### src/rtl/rr_arb8_if.sv
// Request/grant bundle for the eight-requester round-robin arbiter.
// Requesters hold req[i] high until done; gnt is the registered one-hot answer.
interface rr_arb8_if;
  // Handshake: req[i] is a level held by requester i. The request is accepted
  // at the edge where gnt[i] becomes 1. It stays accepted while req[i] and en
  // remain high. Dropping req[i] ends the transfer at the next edge. en low
  // revokes any grant at the next edge.
  logic       en;
  logic [7:0] req;
  logic [7:0] gnt;
  logic [2:0] gnt_id;
  logic       busy;
  logic       state_dbg;

  modport master (output en, req, input gnt, gnt_id, busy, state_dbg);
  modport slave  (input en, req, output gnt, gnt_id, busy, state_dbg);
endinterface

### src/rtl/rr_arb8.sv
// Eight-requester round-robin arbiter with grant hold and registered one-hot grant.
// Optional hold limit: define RR_ARB_MAX_HOLD_EN to cap a grant at MAX_HOLD cycles.
module rr_arb8 #(
    parameter int unsigned MAX_HOLD = 16
) (
    input logic     clock,
    input logic     reset_n,
    rr_arb8_if.slave bus
);

    typedef enum logic {
        IDLE  = 1'b0,
        GRANT = 1'b1
    } state_t;

    state_t     state_q, state_d;
    logic [7:0] gnt_q, gnt_d;
    logic [2:0] id_q, id_d;
    logic [2:0] ptr_q, ptr_d;
    logic       busy_q, busy_d;

    logic [2:0] win;
    logic [2:0] idx;
    logic       win_vld;
    logic       held;
    logic       force_rearb;

    // Walk from lowest priority (ptr) up to highest (ptr-1); the last hit wins.
    always_comb begin
        win     = 3'd0;
        win_vld = 1'b0;
        idx     = 3'd0;
        for (int d = 8; d >= 1; d--) begin
            idx = ptr_q - 3'(d);
            if (bus.req[idx]) begin
                win     = idx;
                win_vld = 1'b1;
            end
        end
    end

    assign held = (state_q == GRANT) && bus.en && bus.req[id_q];

`ifdef RR_ARB_MAX_HOLD_EN
    localparam int CW = $clog2(MAX_HOLD);
    logic [CW-1:0] hold_cnt;

    assign force_rearb = held && (hold_cnt == CW'(MAX_HOLD - 1));

    // Counts consecutive held cycles; any new grant, revoke or idle clears it.
    always_ff @(posedge clock or negedge reset_n) begin
        if (!reset_n) begin
            hold_cnt <= '0;
        end else if (held && !force_rearb) begin
            hold_cnt <= hold_cnt + CW'(1);
        end else begin
            hold_cnt <= '0;
        end
    end
`else
    assign force_rearb = 1'b0;
`endif

    always_comb begin
        state_d = state_q;
        gnt_d   = gnt_q;
        id_d    = id_q;
        ptr_d   = ptr_q;
        case (state_q)
            IDLE: begin
                if (bus.en && win_vld) begin
                    state_d = GRANT;
                    gnt_d   = 8'd1 << win;
                    id_d    = win;
                    ptr_d   = win;
                end
            end
            GRANT: begin
                if (!bus.en) begin
                    state_d = IDLE;
                    gnt_d   = 8'd0;
                    id_d    = 3'd0;
                end else if (held && !force_rearb) begin
                    state_d = GRANT;
                end else if (win_vld) begin
                    // ptr equals the holder here, so the releasing unit ranks last.
                    state_d = GRANT;
                    gnt_d   = 8'd1 << win;
                    id_d    = win;
                    ptr_d   = win;
                end else begin
                    state_d = IDLE;
                    gnt_d   = 8'd0;
                    id_d    = 3'd0;
                end
            end
            default: begin
                state_d = IDLE;
                gnt_d   = 8'd0;
                id_d    = 3'd0;
            end
        endcase
        busy_d = (state_d == GRANT);
    end

    always_ff @(posedge clock or negedge reset_n) begin
        if (!reset_n) begin
            state_q <= IDLE;
            gnt_q   <= 8'd0;
            id_q    <= 3'd0;
            ptr_q   <= 3'd0;
            busy_q  <= 1'b0;
        end else begin
            state_q <= state_d;
            gnt_q   <= gnt_d;
            id_q    <= id_d;
            ptr_q   <= ptr_d;
            busy_q  <= busy_d;
        end
    end

    assign bus.gnt       = gnt_q;
    assign bus.gnt_id    = id_q;
    assign bus.busy      = busy_q;
    assign bus.state_dbg = state_q;

endmodule

### src/flat_wrapper.sv
// flat-port wrapper written by rule: the top's interface ports become plain ports
module rr_arb8_flat 
#(
    parameter int unsigned MAX_HOLD = 16
)
  (clock, reset_n, bus_en, bus_req, bus_gnt, bus_gnt_id, bus_busy, bus_state_dbg);
  rr_arb8_if bus_i ();
  input logic clock;
  input logic reset_n;
  input wire logic [$bits(bus_i.en)-1:0] bus_en;
  input wire logic [$bits(bus_i.req)-1:0] bus_req;
  output wire logic [$bits(bus_i.gnt)-1:0] bus_gnt;
  output wire logic [$bits(bus_i.gnt_id)-1:0] bus_gnt_id;
  output wire logic [$bits(bus_i.busy)-1:0] bus_busy;
  output wire logic [$bits(bus_i.state_dbg)-1:0] bus_state_dbg;
  assign bus_i.en = bus_en;
  assign bus_i.req = bus_req;
  assign bus_gnt = bus_i.gnt;
  assign bus_gnt_id = bus_i.gnt_id;
  assign bus_busy = bus_i.busy;
  assign bus_state_dbg = bus_i.state_dbg;
  rr_arb8 #(.MAX_HOLD(MAX_HOLD)) u_core (.clock(clock), .reset_n(reset_n), .bus(bus_i));
endmodule
### config.mk
export PLATFORM = sky130hd
export DESIGN_NAME = rr_arb8_flat
export DESIGN_NICKNAME = d
export VERILOG_FILES = /design/src/rtl/rr_arb8_if.sv /design/src/rtl/rr_arb8.sv /design/src/flat_wrapper.sv
export SDC_FILE = /design/constraint.sdc
export NUM_CORES = 1
export LEC_CHECK = 0
export CORE_MARGIN = 3
export CORE_UTILIZATION = 45
export CTS_CLUSTER_DIAMETER = 50
export CTS_CLUSTER_SIZE = 25
export DETAILED_ROUTE_END_ITERATION = 8
export PLACE_DENSITY = 0.67
export SYNTH_ARGS = -nofsm -noshare
export SYNTH_HDL_FRONTEND = slang
export SYNTH_SLANG_ARGS = --single-unit
### constraint.sdc
create_clock -name clock -period 9.16 [get_ports clock]
set_input_delay 1.374 -clock clock [delete_from_list [all_inputs] [get_ports clock]]
set_output_delay 1.374 -clock clock [all_outputs]
set_load 0.01 [all_outputs]
==> flow_summary_export.csv <==
group,metric,value,unit
synthesis,post_synth_and_or_nand_nor_area_fraction,13.0,%
synthesis,synth_area,1830,um^2
sta,hold_viol_final,0,
setup_path,crit_buf_inv,1,
routing,detailroute.wirelength.met2,2200,um
sta,finalClockSkew,0.00338,ns
routing,dr_wl_met3,330,um
min_path,hold_class,"reg -> reg",
sta,setup_tns,0,ns
final_layout,regArea,375,um^2
final_layout,n_antenna_cell,0,
cts,cts_tree,"built",
cts,cts_root_buffer,"sky130_fd_sc_hd__clkbuf_8",
sta,finalCriticalPeriod,4.24,ns
synthesis,synth.top_cells.by_count,"19 x sky130_fd_sc_hd__nand2_1, 15 x sky130_fd_sc_hd__dfrtp_1, 15 x sky130_fd_sc_hd__mux4_2",
job,timing.max_cap.violations,0,
routing,drt_iter0_markers,112,
routing,drt.antenna.violating_nets,0,
synthesis,synth_flop_cell,"sky130_fd_sc_hd__dfrtp_1",
synthesis,synth_edf_count,0,
routing,remaining_drc_errors,0,
floorplanning,dieWidth,69.7,um
synthesis,netlist_instances,168,
cts,numCtsBuffers,3,
synthesis,synth.distinct_cells,51,
floorplanning,ios,24,
setup_path,timing.critical_path.cells,"inv_1 > ha_1 > mux4_1 > nor2_1 > nand3_2 > o31a_1 > o22ai_2 > nand2_1 > o31ai_1",
global_routing,grt_use_total,19.0,%
floorplanning,initial_utilization,48.4,%
synthesis,yosysTopAreaCell,"sky130_fd_sc_hd__dfrtp_1",
cts,buffer_count_from_post_cts_setup_fixing,0,
synthesis,average_cell_area_after_synthesis,10.9,um^2
routing,routedLengthMet1,1910,um
final_layout,fillers,312,
cts,worstSkewPairLatency,0.25,ns
cts,clk_path_buf_depth,2,
setup_path,reg2reg_setup_slack,4.92,ns
final_layout,area.growth.synth_to_final,12.0,%
sta,slew_headroom,45.5,%
setup_path,crit_path_top_delay_cell,"sky130_fd_sc_hd__ha_1",
final_layout,layout_cell_share_with_drive_strength_beyond_1,22.7,%
placed_design,dp_cells,225,
setup_path,critical-path-max-stage-delay,0.89,ns
sta,max_freq,236,MHz
final_layout,finalNonFillerCells,229,
sta,tightestPinTransition,0.818,ns
sta,timing_max_transition_violations_final,0,
cts,clk_pin_slew_worst_paths,0.06,ns
synthesis,synth_top_area_share,20.6,%
setup_path,worst-endpoint-required,9.31,ns
placed_design,detailed_place_hpwl,3310,um
setup_path,reg2reg_to,"u_core.bus.gnt[5]",
global_routing,initial_antenna_violation_count,0,
routing,drtPass1Iterations,4,
synthesis,synth_top_family_by_area,"multiplexers",
setup_path,cp_top_family,"adder cells",
global_routing,number_of_global_route_vias_before_repair,1471,
synthesis,yosysSeqAreaShare,20.6,%
cts,cts_htree_levels,1,
routing,routed-via-count,1528,
synthesis,mappedNetlistNets,181,
global_routing,grt-ovfl-total,0,
synthesis,post_synth_main_area_contributors,"sky130_fd_sc_hd__dfrtp_1 21%, sky130_fd_sc_hd__mux4_2 19%, sky130_fd_sc_hd__mux2i_1 6.0%",
setup_path,timing.rr.start,"u_core.ptr_q[0]",
floorplanning,die_y,69.7,um
setup_path,r2r.worst_path.cells,9,
synthesis,synth_most_common_cell,"sky130_fd_sc_hd__nand2_1",
sta,grt_setup_unrepaired,"false",
setup_path,worstSetupPathType,"reg -> reg",
synthesis,yosys-mux-area-fraction,35.9,%
cts,post_cts.resized_instances,0,
final_layout,multi_input_comb_area,1310,um^2
synthesis,number_of_synthesized_register_bits,15,
min_path,hold_path_end,"u_core.bus.gnt[1]",
floorplanning,rows,22,
min_path,hp-start,"u_core.bus.gnt[1]",
setup_path,setup.worst_path.start_class,"flip-flop",
cts,cts-hold-fix-buffers,0,
floorplanning,floorplan.core_area,3770,um^2
synthesis,synth_async_sr_flop_share,100,%
synthesis,synth_compound_gate_area_share,18.8,%
placed_design,gpl.final_weighted_congestion,1.03,
routing,wl_per_cell,19.4,um
synthesis,synth_fa_ha_area_share,1.37,%
setup_path,critPathCaptureType,"flip-flop",
floorplanning,die_area,4860,um^2
global_routing,grt_pass1_wl,7590,um
setup_path,timing.critical_path.fanout_max,20,
status,status,"complete, no violations",
sta,fin_crit_sh,46.3,%
routing,detail_route.wirelength,4450,um
sta,timing.final.setup_violations,0,
synthesis,synth_xor_xnor_area_share,2.40,%
placed_design,placement.io_buffers,23,
synthesis,synth-warning-count,0,
global_routing,grt_max_degree,21,
routing,vias_per_cell,6.67,
min_path,holdPathStages,2,
setup_path,arrival,4.39,ns
final_layout,finalNetCount,195,
cts,cts.sink_count,15,
routing,top_signal_layer_used,"met4",
flip-flops by register name, indices dropped and copies added (netlist names):
signal,cells
u_core.bus.gnt_id,3
u_core.bus.state_dbg,1
u_core.bus.gnt,8
u_core.ptr_q,3
how the worst max path moves through the flow:
stage / to / startpoint / cells past startpoint / slack (ns)
after floorplan: u_core.bus.gnt[3] / bus_req[1] / 8 / 5.79
after global placement: u_core.bus.gnt[5] / bus_req[1] / 8 / 5.00
after detailed placement: u_core.bus.gnt[5] / u_core.ptr_q[0] / 9 / 4.95
after CTS: u_core.bus.gnt[5] / u_core.ptr_q[0] / 9 / 4.94
after global routing: u_core.bus.gnt[4] / u_core.ptr_q[0] / 9 / 4.52
final: u_core.bus.gnt[5] / u_core.ptr_q[0] / 9 / 4.92
final cells by class:
type | instances | share of cell area (%)
clock inverter | 1 | 0.245
tap | 48 | 2.94
clock buffer | 3 | 2.02
sequential | 15 | 18.4
multi-input combinational | 132 | 63.9
timing repair buffer | 23 | 11.3
inverter | 7 | 1.29
per-layer routing:
layer	vias to the layer above	GRT usage, %
met4	0	1.70
met5	-	0
met3	2	3.19
met2	66	30.7
met1	777	27.9
li1	683	-
stage by stage:
| stage | utilization, % | hold slack, ns | area, um^2 | setup WS (ns) |
|---|---|---|---|---|
| finish | 54.2 | 0.490 | 2040 | 4.92 |
| detailed placement | 53.0 | 0.481 | 2000 | 4.95 |
| floorplan | - | 0.511 | 1830 | 5.79 |
| global route | 54.2 | 0.529 | 2040 | 4.52 |
| CTS | 54.2 | 0.496 | 2040 | 4.94 |
| global placement | 53.0 | 0.469 | 2000 | 5.00 |
cell usage in the layout (no fill, tap or decap), types with 3 or more instances in the layout:
cell type,count
sky130_fd_sc_hd__nand2b_1,3
sky130_fd_sc_hd__o21ai_1,9
sky130_fd_sc_hd__a32o_1,3
sky130_fd_sc_hd__mux2i_1,11
sky130_fd_sc_hd__mux2_2,6
sky130_fd_sc_hd__a21oi_1,6
sky130_fd_sc_hd__mux4_2,15
sky130_fd_sc_hd__nor2_1,7
sky130_fd_sc_hd__o21ai_0,5
sky130_fd_sc_hd__inv_1,7
sky130_fd_sc_hd__xor2_1,3
sky130_fd_sc_hd__clkdlybuf4s50_1,23
sky130_fd_sc_hd__nand2_1,19
sky130_fd_sc_hd__dfrtp_1,15
sky130_fd_sc_hd__mux4_1,3
sky130_fd_sc_hd__clkbuf_8,3
tightest hold or removal path, delay by kind of cell, from the launching register on:
kind,cells,cell delay (ns)
AO/OA/AOI/OAI,1,0.06
flip-flops,1,0.34
AND/OR/NAND/NOR,1,0.05
cells by family (layout without fill, tap and decap cells):
| group | Yosys count | count (layout) |
|---|---|---|
| DFF | 15 | 15 |
| xor gates and xnor gates | 5 | 5 |
| adders and majority gates | 2 | 2 |
| buffers and inverters | 21 | 34 |
| AOI/OAI and AO/OA | 42 | 42 |
| muxes | 38 | 38 |
| and+or+nand+nor | 45 | 45 |
Power is not shown: default switching activity piles up to over one toggle a cycle in this logic, so the estimate is an artifact.
